===== config.mk =====
export PLATFORM = sky130hd
export DESIGN_NAME = seq_mac_tile_feeder_flat
export DESIGN_NICKNAME = d
export VERILOG_FILES = /design/src/rtl/seq_mac_tile_feeder_if.sv /design/src/rtl/seq_mac_tile_feeder.sv /design/src/flat_wrapper.sv
export SDC_FILE = /design/constraint.sdc
export NUM_CORES = 1
export LEC_CHECK = 0
export CAP_MARGIN = 10
export CORE_AREA = 2 2 327 329
export CTS_CLUSTER_DIAMETER = 60
export CTS_CLUSTER_SIZE = 14
export DETAILED_ROUTE_END_ITERATION = 12
export DIE_AREA = 0 0 329 331
export PLACE_DENSITY_LB_ADDON = 0.3
export SLEW_MARGIN = 20
export SYNTH_ARGS = -nofsm -noshare
export SYNTH_HDL_FRONTEND = slang
export SYNTH_SLANG_ARGS = --single-unit

===== constraint.sdc =====
create_clock -name clk_i -period 27 [get_ports clk_i]
set_clock_uncertainty 0.1 [all_clocks]
set_input_delay 6.75 -clock clk_i [delete_from_list [all_inputs] [get_ports clk_i]]
set_output_delay 6.75 -clock clk_i [all_outputs]
set_load 0.03 [all_outputs]

===== src/rtl/seq_mac_tile_feeder_if.sv =====
// Bundles the feeder's command, operand-memory, MAC and writeback signals.
// The master modport is the feeder itself; slave is everything around it.
interface seq_mac_tile_feeder_if #(
  parameter int M         = 2,
  parameter int N         = 2,
  parameter int K         = 2,
  parameter int MAX_WIDTH = 16,
  parameter int P         = 2,
  parameter int ADDR_W    = 8,
  parameter int BSW       = $clog2(MAX_WIDTH/P)+1
);
  logic                                       cmd_valid_i;
  logic                                       cmd_ready_o;
  logic [ADDR_W-1:0]                          cmd_tiles_i;
  logic [ADDR_W-1:0]                          cmd_base_i;
  logic [BSW-1:0]                             cmd_bitsize_a_i;
  logic [BSW-1:0]                             cmd_bitsize_b_i;

  logic                                       mem_req_o;
  logic [ADDR_W-1:0]                          mem_addr_o;
  logic signed [M-1:0][K-1:0][MAX_WIDTH-1:0]  mem_a_i;
  logic signed [K-1:0][N-1:0][MAX_WIDTH-1:0]  mem_b_i;
  logic signed [M-1:0][N-1:0][31:0]           mem_c_i;

  logic [M-1:0][K-1:0][MAX_WIDTH-1:0]         mac_a_o;
  logic [K-1:0][N-1:0][MAX_WIDTH-1:0]         mac_b_o;
  logic [M-1:0][N-1:0][31:0]                  mac_c_o;
  logic [BSW-1:0]                             mac_bitsize_a_o;
  logic [BSW-1:0]                             mac_bitsize_b_o;
  logic                                       mac_valid_o;
  logic                                       mac_ready_i;

  logic [M-1:0][N-1:0][31:0]                  mac_d_i;
  logic                                       mac_valid_i;
  logic                                       mac_ready_o;

  logic                                       res_valid_o;
  logic                                       res_ready_i;
  logic [ADDR_W-1:0]                          res_addr_o;
  logic [M-1:0][N-1:0][31:0]                  res_d_o;

  logic                                       busy_o;
  logic                                       done_o;

  modport master (
    input  cmd_valid_i, cmd_tiles_i, cmd_base_i, cmd_bitsize_a_i, cmd_bitsize_b_i,
    output cmd_ready_o,
    output mem_req_o, mem_addr_o,
    input  mem_a_i, mem_b_i, mem_c_i,
    output mac_a_o, mac_b_o, mac_c_o, mac_bitsize_a_o, mac_bitsize_b_o, mac_valid_o,
    input  mac_ready_i,
    input  mac_d_i, mac_valid_i,
    output mac_ready_o,
    output res_valid_o, res_addr_o, res_d_o,
    input  res_ready_i,
    output busy_o, done_o
  );

  modport slave (
    output cmd_valid_i, cmd_tiles_i, cmd_base_i, cmd_bitsize_a_i, cmd_bitsize_b_i,
    input  cmd_ready_o,
    input  mem_req_o, mem_addr_o,
    output mem_a_i, mem_b_i, mem_c_i,
    input  mac_a_o, mac_b_o, mac_c_o, mac_bitsize_a_o, mac_bitsize_b_o, mac_valid_o,
    output mac_ready_i,
    output mac_d_i, mac_valid_i,
    input  mac_ready_o,
    input  res_valid_o, res_addr_o, res_d_o,
    output res_ready_i,
    input  busy_o, done_o
  );
endinterface


===== src/rtl/seq_mac_tile_feeder.sv =====
// Job sequencer: fetches operand tiles, issues them to the MAC one at a time,
// and forwards each MAC result with its tile address through a one-entry buffer.
module seq_mac_tile_feeder #(
  parameter int M         = 2,
  parameter int N         = 2,
  parameter int K         = 2,
  parameter int MAX_WIDTH = 16,
  parameter int P         = 2,
  parameter int ADDR_W    = 8,
  parameter int BSW       = $clog2(MAX_WIDTH/P)+1
) (
  input logic                   clk_i,
  input logic                   rst_i,
  seq_mac_tile_feeder_if.master bus
);

  typedef enum logic [2:0] {S_IDLE, S_FETCH, S_WAIT, S_ISSUE, S_DRAIN} state_t;

  localparam logic [ADDR_W:0] ONE = (ADDR_W+1)'(1);

  state_t state, state_n;

  logic [ADDR_W-1:0] tiles_q, base_q, issue_cnt, retire_cnt;
  logic [BSW-1:0]    bsa_q, bsb_q;

  logic [M-1:0][K-1:0][MAX_WIDTH-1:0] a_q;
  logic [K-1:0][N-1:0][MAX_WIDTH-1:0] b_q;
  logic [M-1:0][N-1:0][31:0]          c_q;

  logic                      res_valid_q;
  logic [ADDR_W-1:0]         res_addr_q;
  logic [M-1:0][N-1:0][31:0] res_d_q;
  logic                      done_q;

  logic cmd_ready, mem_req, mac_valid, busy;
  logic cmd_fire, issue_fire, res_load, res_take, mac_ready;
  logic [ADDR_W:0] issue_nxt;

  assign issue_nxt  = {1'b0, issue_cnt} + ONE;
  assign cmd_fire   = cmd_ready & bus.cmd_valid_i;
  assign issue_fire = mac_valid & bus.mac_ready_i;

  // Results seen while idle belong to no job: accept them and drop them.
  assign mac_ready = (state == S_IDLE) | ~res_valid_q | bus.res_ready_i;
  assign res_load  = bus.mac_valid_i & mac_ready & (state != S_IDLE);
  assign res_take  = res_valid_q & bus.res_ready_i;

  always_ff @(posedge clk_i or posedge rst_i) begin
    if (rst_i) state <= S_IDLE;
    else       state <= state_n;
  end

  always_comb begin
    state_n   = state;
    cmd_ready = 1'b0;
    mem_req   = 1'b0;
    mac_valid = 1'b0;
    busy      = 1'b1;
    case (state)
      S_IDLE: begin
        cmd_ready = 1'b1;
        busy      = 1'b0;
        if (bus.cmd_valid_i)
          state_n = (bus.cmd_tiles_i == '0) ? S_DRAIN : S_FETCH;
      end
      S_FETCH: begin
        mem_req = 1'b1;
        state_n = S_WAIT;
      end
      S_WAIT: state_n = S_ISSUE;
      S_ISSUE: begin
        mac_valid = 1'b1;
        if (bus.mac_ready_i)
          state_n = (issue_nxt < {1'b0, tiles_q}) ? S_FETCH : S_DRAIN;
      end
      S_DRAIN: begin
        if (retire_cnt == tiles_q) state_n = S_IDLE;
      end
      default: state_n = S_IDLE;
    endcase
  end

  always_ff @(posedge clk_i or posedge rst_i) begin
    if (rst_i) begin
      tiles_q    <= '0;
      base_q     <= '0;
      bsa_q      <= '0;
      bsb_q      <= '0;
      issue_cnt  <= '0;
      retire_cnt <= '0;
      a_q        <= '0;
      b_q        <= '0;
      c_q        <= '0;
      done_q     <= 1'b0;
    end else begin
      done_q <= (state == S_DRAIN) && (retire_cnt == tiles_q);
      if (cmd_fire) begin
        tiles_q    <= bus.cmd_tiles_i;
        base_q     <= bus.cmd_base_i;
        bsa_q      <= bus.cmd_bitsize_a_i;
        bsb_q      <= bus.cmd_bitsize_b_i;
        issue_cnt  <= '0;
        retire_cnt <= '0;
      end else begin
        if (issue_fire) issue_cnt  <= issue_nxt[ADDR_W-1:0];
        if (res_load)   retire_cnt <= retire_cnt + ADDR_W'(1);
      end
      // Memory read latency is one cycle, so WAIT is the capture cycle.
      if (state == S_WAIT) begin
        a_q <= bus.mem_a_i;
        b_q <= bus.mem_b_i;
        c_q <= bus.mem_c_i;
      end
    end
  end

  always_ff @(posedge clk_i or posedge rst_i) begin
    if (rst_i) begin
      res_valid_q <= 1'b0;
      res_addr_q  <= '0;
      res_d_q     <= '0;
    end else if (res_load) begin
      res_valid_q <= 1'b1;
      res_addr_q  <= base_q + retire_cnt;
      res_d_q     <= bus.mac_d_i;
    end else if (res_take) begin
      res_valid_q <= 1'b0;
    end
  end

  assign bus.cmd_ready_o     = cmd_ready;
  assign bus.mem_req_o       = mem_req;
  assign bus.mem_addr_o      = mem_req ? (base_q + issue_cnt) : '0;
  assign bus.mac_a_o         = a_q;
  assign bus.mac_b_o         = b_q;
  assign bus.mac_c_o         = c_q;
  assign bus.mac_bitsize_a_o = bsa_q;
  assign bus.mac_bitsize_b_o = bsb_q;
  assign bus.mac_valid_o     = mac_valid;
  assign bus.mac_ready_o     = mac_ready;
  assign bus.res_valid_o     = res_valid_q;
  assign bus.res_addr_o      = res_addr_q;
  assign bus.res_d_o         = res_d_q;
  assign bus.busy_o          = busy;
  assign bus.done_o          = done_q;

endmodule


===== src/flat_wrapper.sv =====
// flat-port wrapper written by rule: the top's interface ports become plain ports
module seq_mac_tile_feeder_flat 
#(
  parameter int M         = 2,
  parameter int N         = 2,
  parameter int K         = 2,
  parameter int MAX_WIDTH = 16,
  parameter int P         = 2,
  parameter int ADDR_W    = 8,
  parameter int BSW       = $clog2(MAX_WIDTH/P)+1
)
  (clk_i, rst_i, bus_cmd_valid_i, bus_cmd_tiles_i, bus_cmd_base_i, bus_cmd_bitsize_a_i, bus_cmd_bitsize_b_i, bus_cmd_ready_o, bus_mem_req_o, bus_mem_addr_o, bus_mem_a_i, bus_mem_b_i, bus_mem_c_i, bus_mac_a_o, bus_mac_b_o, bus_mac_c_o, bus_mac_bitsize_a_o, bus_mac_bitsize_b_o, bus_mac_valid_o, bus_mac_ready_i, bus_mac_d_i, bus_mac_valid_i, bus_mac_ready_o, bus_res_valid_o, bus_res_addr_o, bus_res_d_o, bus_res_ready_i, bus_busy_o, bus_done_o);
  seq_mac_tile_feeder_if #(.M(M), .N(N), .K(K), .MAX_WIDTH(MAX_WIDTH), .P(P), .ADDR_W(ADDR_W), .BSW(BSW)) bus_i ();
  input logic clk_i;
  input logic rst_i;
  input wire logic [$bits(bus_i.cmd_valid_i)-1:0] bus_cmd_valid_i;
  input wire logic [$bits(bus_i.cmd_tiles_i)-1:0] bus_cmd_tiles_i;
  input wire logic [$bits(bus_i.cmd_base_i)-1:0] bus_cmd_base_i;
  input wire logic [$bits(bus_i.cmd_bitsize_a_i)-1:0] bus_cmd_bitsize_a_i;
  input wire logic [$bits(bus_i.cmd_bitsize_b_i)-1:0] bus_cmd_bitsize_b_i;
  output wire logic [$bits(bus_i.cmd_ready_o)-1:0] bus_cmd_ready_o;
  output wire logic [$bits(bus_i.mem_req_o)-1:0] bus_mem_req_o;
  output wire logic [$bits(bus_i.mem_addr_o)-1:0] bus_mem_addr_o;
  input wire logic [$bits(bus_i.mem_a_i)-1:0] bus_mem_a_i;
  input wire logic [$bits(bus_i.mem_b_i)-1:0] bus_mem_b_i;
  input wire logic [$bits(bus_i.mem_c_i)-1:0] bus_mem_c_i;
  output wire logic [$bits(bus_i.mac_a_o)-1:0] bus_mac_a_o;
  output wire logic [$bits(bus_i.mac_b_o)-1:0] bus_mac_b_o;
  output wire logic [$bits(bus_i.mac_c_o)-1:0] bus_mac_c_o;
  output wire logic [$bits(bus_i.mac_bitsize_a_o)-1:0] bus_mac_bitsize_a_o;
  output wire logic [$bits(bus_i.mac_bitsize_b_o)-1:0] bus_mac_bitsize_b_o;
  output wire logic [$bits(bus_i.mac_valid_o)-1:0] bus_mac_valid_o;
  input wire logic [$bits(bus_i.mac_ready_i)-1:0] bus_mac_ready_i;
  input wire logic [$bits(bus_i.mac_d_i)-1:0] bus_mac_d_i;
  input wire logic [$bits(bus_i.mac_valid_i)-1:0] bus_mac_valid_i;
  output wire logic [$bits(bus_i.mac_ready_o)-1:0] bus_mac_ready_o;
  output wire logic [$bits(bus_i.res_valid_o)-1:0] bus_res_valid_o;
  output wire logic [$bits(bus_i.res_addr_o)-1:0] bus_res_addr_o;
  output wire logic [$bits(bus_i.res_d_o)-1:0] bus_res_d_o;
  input wire logic [$bits(bus_i.res_ready_i)-1:0] bus_res_ready_i;
  output wire logic [$bits(bus_i.busy_o)-1:0] bus_busy_o;
  output wire logic [$bits(bus_i.done_o)-1:0] bus_done_o;
  assign bus_i.cmd_valid_i = bus_cmd_valid_i;
  assign bus_i.cmd_tiles_i = bus_cmd_tiles_i;
  assign bus_i.cmd_base_i = bus_cmd_base_i;
  assign bus_i.cmd_bitsize_a_i = bus_cmd_bitsize_a_i;
  assign bus_i.cmd_bitsize_b_i = bus_cmd_bitsize_b_i;
  assign bus_cmd_ready_o = bus_i.cmd_ready_o;
  assign bus_mem_req_o = bus_i.mem_req_o;
  assign bus_mem_addr_o = bus_i.mem_addr_o;
  assign bus_i.mem_a_i = bus_mem_a_i;
  assign bus_i.mem_b_i = bus_mem_b_i;
  assign bus_i.mem_c_i = bus_mem_c_i;
  assign bus_mac_a_o = bus_i.mac_a_o;
  assign bus_mac_b_o = bus_i.mac_b_o;
  assign bus_mac_c_o = bus_i.mac_c_o;
  assign bus_mac_bitsize_a_o = bus_i.mac_bitsize_a_o;
  assign bus_mac_bitsize_b_o = bus_i.mac_bitsize_b_o;
  assign bus_mac_valid_o = bus_i.mac_valid_o;
  assign bus_i.mac_ready_i = bus_mac_ready_i;
  assign bus_i.mac_d_i = bus_mac_d_i;
  assign bus_i.mac_valid_i = bus_mac_valid_i;
  assign bus_mac_ready_o = bus_i.mac_ready_o;
  assign bus_res_valid_o = bus_i.res_valid_o;
  assign bus_res_addr_o = bus_i.res_addr_o;
  assign bus_res_d_o = bus_i.res_d_o;
  assign bus_i.res_ready_i = bus_res_ready_i;
  assign bus_busy_o = bus_i.busy_o;
  assign bus_done_o = bus_i.done_o;
  seq_mac_tile_feeder #(.M(M), .N(N), .K(K), .MAX_WIDTH(MAX_WIDTH), .P(P), .ADDR_W(ADDR_W), .BSW(BSW)) u_core (.clk_i(clk_i), .rst_i(rst_i), .bus(bus_i));
endmodule

==> qor.yml, run 1 <==
status:
  status: "finished clean"
timing:
  slew_violations: 0
  holdWs_ns: 0.367
  max_freq_ghz: 0.0668
  setup_viol: 0
  worst_slew_pin_slew_ns: 1.03
  hold_viol: 0
  fin_setup_tns_ns: 0
  final.min_clock_period_ns: 14.96
  slew_headroom_pct: 31.2
  rsz0062_at_grt: "no"
  post-route-period-util_pct: 55.4
placed_design:
  io_buffers: 828
  gp_congestion: 0.791
  hpwlAfterDp_um: 52400
cts:
  cts.sinks: 437
  cts.hold.buffers_added: 0
  cts_tree: "yes"
  post_cts_buffers: 0
  cts_buffers: 57
  root_buffer: "clkbuf_16"
  clock_latency_ns: 0.64
  cts-resized-gates: 0
  cts_buffer_depth: 3
  h-tree-depth: 2
  clk_pin_slew_worst_paths_ns: 0.05
global_route:
  grt_max_degree: 142
  grt_busiest_layer: "met2"
  met3_usage_pct: 4.26
  grt_overflow: 0
  gr-usage-all-layers_pct: 12.1
  grt_pass1_vias: 14142
  met1_usage_pct: 13.9
  grt_pass1_wl_um: 97700
  antenna_found_initial: 18
  use_met2_pct: 20.9
synth:
  syn_area_per_cell_um2: 12.1
  yosysWarnings: 0
  synth_area_leaders: "dfrtp_1, mux2_2, nand2_1"
  yosysMostFrequentCell: "nand2_1"
  syn-num-nets: 1870
  synth_edf_count: 0
  ys_ff_latch: 437
  synth_flop_cell: "dfrtp_1"
  synthArstFlopShare_pct: 100
  synth_cell_types: 49
  syn_area_um2: 17300
  yosysTopAreaCellShare_pct: 63.1
  syn_inst: 1431
  synthTopCellsByCount: "nand2_1, dfrtp_1, mux2_2"
  synth_area_leader_cell: "dfrtp_1"
  seq_area_frac_synth_pct: 63.1
worst_setup_path:
  worstSetupStartpointType: "primary input"
  cp_max_fo: 2
  crit_arrival_ns: 8.11
  critPathKind: "primary input to output pin"
  end_kind: "output pin"
  crit_required_ns: 20.15
routing:
  drt_drc_violations_left: 0
  wl_per_cell_um: 18.6
  vias: 13639
  via_per_inst: 3.67
  wl_um: 69100
  firstDrtPassIters: 5
  drt_iter0_markers: 565
  antenna_left: 0
die:
  chipHeight_um: 331
  die_w_um: 329
  dieArea_um2: 109000
  rows: 119
  core-area_um2: 105000
  start_util_pct: 16.5
  ios: 829
layout:
  layout-drive-gt1-share_pct: 15.5
  n_fill_cell: 10978
  area_delta_synth_final_pct: 68.5
  nets: 2705
min_path:
  hp-class: "flip-flop to flip-flop"
flow_run:
  maxCapViolations: 0
power:
  ir_worst_vdd_v: 0.0000751
  power.leakage_nw: 12.4
  powerDensity_nw_per_um2: 129
-- report_power, final --
part           total, mW  internal, mW  switching, mW
clock network      0.805         0.470          0.335
registers           1.12         0.945          0.174
logic               1.84         0.811           1.03
total               3.76          2.23           1.54
-- worst max-delay path, cell delays in order --
cell	delay (ns)
clkdlybuf4s50_1	0.42
nor2b_1	0.26
nand2_1	0.08
clkdlybuf4s50_1	0.60
-- per-layer routing --
layer | routed length (um) | vias up
met5 | 45 | -
met4 | 1880 | 8
met3 | 5820 | 105
met2 | 34600 | 475
met1 | 26700 | 6593
li1 | - | 6458
-- path summary, 6_finish.rpt --
path,start,endpoint,slack (ns),cells past startpoint
setup / recovery,bus_res_ready_i,bus_mac_ready_o,12.04,4
hold / removal,u_core.bus.res_d_o[4],u_core.bus.res_d_o[4],0.37,2
setup reg to reg,u_core.state[2],u_core.bus.mac_a_o[49],22.95,6
hold reg to reg,u_core.bus.res_d_o[4],u_core.bus.res_d_o[4],0.37,2
max in group asynchronous,rst_i,u_core.bus.mac_b_o[59],17.99,4
min in group asynchronous,rst_i,u_core.bus.res_addr_o[7],6.55,2
-- flip-flops by register name (all words and copies together), names as in the netlist --
name / cells
u_core.tiles_q: 8
u_core.bus.res_valid_o: 1
u_core.bus.mac_b_o: 64
u_core.issue_cnt: 8
u_core.retire_cnt: 8
u_core.bus.mac_a_o: 64
u_core.bus.done_o: 1
u_core.bus.mac_bitsize_b_o: 4
u_core.bus.mac_c_o: 128
u_core.state: 3
u_core.bus.res_addr_o: 8
u_core.bus.mac_bitsize_a_o: 4
u_core.bus.res_d_o: 128
u_core.base_q: 8
-- area by class of cell --
| cell class | count | area [um^2] | share of cell area [%] |
|---|---|---|---|
| flip-flops and latches | 437 | 10900 | 37.4 |
| repair buffers | 841 | 8400 | 28.8 |
| multi-input cells | 913 | 6040 | 20.7 |
| well taps | 1391 | 1740 | 5.96 |
| clock buffers | 66 | 1510 | 5.17 |
| clock inverters | 38 | 488 | 1.67 |
| inverters | 16 | 67.6 | 0.231 |
| diodes | 11 | 27.5 | 0.0942 |
-- cell usage in the layout (no fill, tap or decap), types with 7 or more instances in the layout --
cell | synthesis | layout
clkdlybuf4s50_1 | 0 | 828
nand2_1 | 467 | 467
dfrtp_1 | 437 | 437
mux2_2 | 237 | 237
clkbuf_16 | 0 | 58
o21ai_0 | 28 | 28
ha_1 | 23 | 23
mux2_1 | 19 | 19
nor2_1 | 17 | 16
xnor2_1 | 16 | 16
inv_1 | 14 | 13
inv_6 | 0 | 12
diode_2 | 0 | 11
nand3_1 | 12 | 11
buf_4 | 5 | 11
xor2_1 | 9 | 9
a21oi_1 | 7 | 7
-- kinds of logic after synthesis --
logic type | after synthesis | synth area share [%]
adder cells (fa/ha/maj) | 25 | 1.89
AO/OA/AOI/OAI | 70 | 2.54
XOR/XNOR | 25 | 1.26
flip-flops | 437 | 63.1
AND/OR/NAND/NOR | 536 | 12.3
multiplexers | 257 | 16.7
buffers and inverters | 81 | 2.22
-- metrics by stage --
step / worst slack (ns) / cell area [um^2] / power [mW] / std cells / utilization (%)
floorplan: 7.98 / 17300 / 2.15 / 1431 / -
global placement: 12.01 / 27200 / 2.99 / 3598 / 25.9
detailed placement: 12.06 / 27200 / 3.00 / 3598 / 25.9
CTS: 12.04 / 29200 / 3.83 / 3702 / 27.8
global route: 12.01 / 29200 / 3.97 / 3708 / 27.8
finish: 12.04 / 29200 / 3.76 / 3713 / 27.8
(Power assumes the default switching activity.)
==> run 2: changes to the inputs <==
==> constraint.sdc (replaced) <==
create_clock -name clk_i -period 14.77 [get_ports clk_i]
set_clock_uncertainty 0.1 [all_clocks]
set_input_delay 3.6925 -clock clk_i [delete_from_list [all_inputs] [get_ports clk_i]]
set_output_delay 3.6925 -clock clk_i [all_outputs]
set_load 0.03 [all_outputs]
==> qor.yml, run 2 (synthesis gave the netlist of run 1 again) <==
power:
  internal_power_mw: 4.12
  power.leakage_nw: 12.5
  comb_power_share_pct: 48.4
  seq_power_share_pct: 29.4
  ir_worst_vdd_v: 0.000113
  p_sw_share_pct: 40.7
  power_frac_clock_pct: 22.2
  powerDensity_nw_per_um2: 237
  switchingPower_mw: 2.83
die:
  chipHeight_um: 331
  ios: 829
  dieArea_um2: 109000
  rows: 119
  start_util_pct: 16.5
  die_w_um: 329
  core-area_um2: 105000
worst_setup_path:
  crit_required_ns: 10.98
  end_kind: "output pin"
  worstSetupStartpointType: "primary input"
  crit_arrival_ns: 5.04
  r2r_start: "u_core.state[2]"
  crit_path_frequent_cell: "clkdlybuf4s50_1"
  crit_chain: "clkdlybuf4s50_1 > nor2b_1 > nand2_1 > clkdlybuf4s50_1"
  crit_slowest_cell: "clkdlybuf4s50_1"
  cp_max_fo: 2
  cp-startpoint: "bus_res_ready_i"
  critPathKind: "primary input to output pin"
  max_stage_delay_ns: 0.60
cts:
  root_buffer: "clkbuf_16"
  cts-resized-gates: 0
  h-tree-depth: 2
  post_cts_buffers: 0
  cts.sinks: 437
  clk_pin_slew_worst_paths_ns: 0.06
  cts_buffer_depth: 3
  cts_tree: "yes"
  clock_latency_ns: 0.63
  cts.hold.buffers_added: 0
  cts_buffers: 58
timing:
  worst_slew_pin_slew_ns: 1.14
  setup_viol: 0
  fin_ws_ns: 5.93
  rsz0062_at_grt: "no"
  slew_violations: 0
  final.min_clock_period_ns: 8.84
  slew_headroom_pct: 24.2
  max_freq_ghz: 0.113
  hold_viol: 0
  post-route-period-util_pct: 59.8
  fin_setup_tns_ns: 0
layout:
  regArea_um2: 10900
  layout_common_cells: "clkdlybuf4s50_1, nand2_1, dfrtp_1, mux2_2, clkbuf_16"
  multiInputGateArea_um2: 6040
  postLayoutCoreUtil_pct: 28.0
  final_common_cell: "clkdlybuf4s50_1"
  n_fill_cell: 11011
  layout-drive-gt1-share_pct: 15.8
  nets: 2708
  stdcell_count: 3719
  area_delta_synth_final_pct: 69.3
placed_design:
  gp_congestion: 0.801
  io_buffers: 828
  hpwlAfterDp_um: 51900
  dp.cells: 3600
  dpl_worst_slack_ns: 5.95
routing:
  vias: 13634
  antenna_left: 0
  wl_per_cell_um: 18.3
  drt_iter0_markers: 588
  via_per_inst: 3.67
  wl_um: 68100
  firstDrtPassIters: 4
  drt_drc_violations_left: 0
status:
  status: "finished clean"
global_route:
  grt_pass1_wl_um: 96600
  grt_max_degree: 152
  gr-usage-all-layers_pct: 11.9
  antenna_found_initial: 14
  grt_overflow: 0
  grt_pass1_vias: 14156
min_path:
  hold_path_startpoint: "u_core.bus.res_d_o[17]"
  hp-class: "flip-flop to flip-flop"
flow_run:
  maxCapViolations: 0
run 2: cell count changes in the layout (fill, tap and decap cells not counted), moves of 2 or more:
cell,before,now
inv_8,5,7
buf_4,11,13
inv_6,12,10
clkbuf_8,3,6
clkbuf_1,5,2
run 2: per-layer routing:
layer / track usage (%) / share of wire, % / vias up
met4: 4.15 / 2.2 / 10
li1: - / - / 6463
met2: 20.7 / 51 / 483
met3: 4.93 / 9.5 / 97
met1: 13.1 / 37 / 6581
met5: 0 / 0.082 / -
run 2: area by class of cell:
| cell class | count | share of cell area [%] |
|---|---|---|
| Timing Repair Buffer | 843 | 28.7 |
| Antenna cell | 11 | 0.0938 |
| Clock inverter | 41 | 1.89 |
| Multi-Input combinational cell | 913 | 20.6 |
| Inverter | 16 | 0.217 |
| Tap cell | 1391 | 5.93 |
| Clock buffer | 67 | 5.34 |
| Sequential cell | 437 | 37.3 |
run 2: worst max-delay path, delay by kind of cell:
family / cells / cell delay [ns]
buf+inv: 2 / 1.02
simple gates: 2 / 0.33
run 2: final timing paths:
kind | end | slack [ns] | cells past startpoint
setup / recovery | bus_mac_ready_o | 5.93 | 4
hold / removal | u_core.bus.res_d_o[17] | 0.37 | 2
setup reg to reg | u_core.bus.res_addr_o[6] | 11.48 | 7
hold reg to reg | u_core.bus.res_d_o[17] | 0.37 | 2
max in group asynchronous | u_core.bus.mac_c_o[9] | 8.38 | 5
min in group asynchronous | u_core.bus.mac_c_o[119] | 3.46 | 2
run 2: metrics by stage:
| stage | power [mW] | hold slack [ns] | cell area, um^2 |
|---|---|---|---|
| 2_1_floorplan | 3.93 | 0.376 | 17300 |
| 3_3_place_gp | 5.47 | 0.357 | 27200 |
| 3_5_place_dp | 5.48 | 0.361 | 27200 |
| 4_1_cts | 7.08 | 0.377 | 29300 |
| 5_1_grt | 7.33 | 0.396 | 29300 |
| 6_report | 6.95 | 0.370 | 29400 |
run 2: power groups by stage:
stage	Combinational, mW	Sequential, mW	Clock [mW]
floorplan	0.932	3.00	0
global placement	3.41	2.06	0
detailed placement	3.41	2.07	0
CTS	3.42	2.05	1.60
global route	3.56	2.12	1.65
finish	3.36	2.04	1.54
==> run 3: changes to the inputs <==
==> constraint.sdc (replaced) <==
create_clock -name clk_i -period 8.1 [get_ports clk_i]
set_clock_uncertainty 0.1 [all_clocks]
set_input_delay 2.025 -clock clk_i [delete_from_list [all_inputs] [get_ports clk_i]]
set_output_delay 2.025 -clock clk_i [all_outputs]
set_load 0.03 [all_outputs]
==> qor.yml, run 3 (synthesis gave the netlist of run 1 again) <==
status:
  status: "finished clean"
global_route:
  grt_pass1_vias: 14016
  grt_max_degree: 152
  gr-usage-all-layers_pct: 11.9
  antenna_found_initial: 19
  grt_pass1_wl_um: 96400
  grt_overflow: 0
worst_setup_path:
  cp-startpoint: "bus_res_ready_i"
  crit_required_ns: 5.98
  end_kind: "output pin"
  worstSetupStartpointType: "primary input"
  cp_max_fo: 2
  r2r_cells: 5
  critPathKind: "primary input to output pin"
  crit_arrival_ns: 3.40
  r2r_start: "u_core.state[2]"
  crit-reg2reg-capture: "u_core.bus.mac_a_o[36]"
  ff2ff_setup_slack_ns: 4.90
die:
  start_util_pct: 16.5
  rows: 119
  ios: 829
  core-area_um2: 105000
  die_w_um: 329
  dieArea_um2: 109000
  chipHeight_um: 331
layout:
  area_delta_synth_final_pct: 68.2
  final_common_cell: "clkdlybuf4s50_1"
  layout-drive-gt1-share_pct: 15.6
  stdcell_count: 3708
  finalInstanceArea_um2: 29200
  layout_common_cells: "clkdlybuf4s50_1, nand2_1, dfrtp_1, mux2_2, clkbuf_16"
  nets: 2705
min_path:
  hold_path_startpoint: "u_core.bus.res_d_o[26]"
  hp-class: "flip-flop to flip-flop"
  whs_path_depth: 2
  holdPathEnd: "u_core.bus.res_d_o[26]"
routing:
  drt_drc_violations_left: 0
  wl_um: 68300
  wl_per_cell_um: 18.4
  vias: 13593
  via_per_inst: 3.67
  antenna_left: 0
  firstDrtPassIters: 4
  drt_iter0_markers: 447
power:
  ir_worst_vdd_v: 0.000218
  power.leakage_nw: 12.4
  powerDensity_nw_per_um2: 428
placed_design:
  place_area_um2: 27200
  hpwlAfterDp_um: 52000
  dp.cells: 3600
  gp_congestion: 0.804
  io_buffers: 828
flow_run:
  maxCapViolations: 0
timing:
  post-route-period-util_pct: 68.2
  slew_violations: 0
  worst_slew_pin_slew_ns: 1.02
  rsz0062_at_grt: "no"
  hold_viol: 0
  max_freq_ghz: 0.181
  final.min_clock_period_ns: 5.53
  setup_viol: 0
  fin_setup_tns_ns: 0
  slew_headroom_pct: 31.5
cts:
  root_buffer: "clkbuf_16"
  clock_latency_ns: 0.63
  cts_buffers: 55
  cts-resized-gates: 0
  cts_buffer_depth: 3
  h-tree-depth: 2
  cts_tree: "yes"
  cts.sinks: 437
  post_cts_buffers: 0
  clk_pin_slew_worst_paths_ns: 0.05
  cts.hold.buffers_added: 0
## run 3: worst max path at each step
stage | endpoint | slack (ns) | depth (start not counted)
2_1_floorplan | u_core.base_q[0] | 0.07 | 1
3_3_place_gp | bus_mac_ready_o | 2.57 | 4
3_5_place_dp | bus_mac_ready_o | 2.60 | 4
4_1_cts | bus_mem_addr_o[6] | 2.50 | 8
5_1_grt | bus_mem_addr_o[6] | 2.38 | 8
6_report | bus_mac_ready_o | 2.57 | 4
## run 3: power by group
part           switching [mW]  internal (mW)  leakage, nW  total [mW]
Sequential              0.558           3.15         5.26        3.71
Clock                    1.11           1.52        0.932        2.63
Combinational            3.45           2.71         6.20        6.15
## run 3: metal layers
layer	track usage [%]	vias up	share of wire, %
met1	13.3	6575	38
met2	20.8	447	51
met5	0	-	0.13
met3	4.84	109	9.2
met4	3.61	14	2.0
li1	-	6448	-
## run 3: area by class of cell
class                           count  area [um^2]
Antenna cell                        6         15.0
Clock buffer                       62         1450
Clock inverter                     40          478
Fill cell                       10932        75800
Inverter                           16         63.8
Multi-Input combinational cell    913         6040
Sequential cell                   437        10900
Tap cell                         1391         1740
Timing Repair Buffer              843         8440
## run 3: metrics by stage
| stage | util, % | hold slack [ns] | setup slack [ns] | total power, mW |
|---|---|---|---|---|
| after floorplan | - | 0.376 | 0.0717 | 7.17 |
| after global placement | 25.9 | 0.356 | 2.57 | 9.97 |
| after detailed placement | 25.9 | 0.361 | 2.60 | 10.0 |
| after CTS | 27.8 | 0.375 | 2.50 | 12.7 |
| after global routing | 27.8 | 0.393 | 2.38 | 13.2 |
| final | 27.8 | 0.368 | 2.57 | 12.5 |
## run 3: worst max-delay path, stage by stage
cell,delay (ns)
clkdlybuf4s50_1,0.42
nor2b_1,0.26
nand2_1,0.09
clkdlybuf4s50_1,0.60
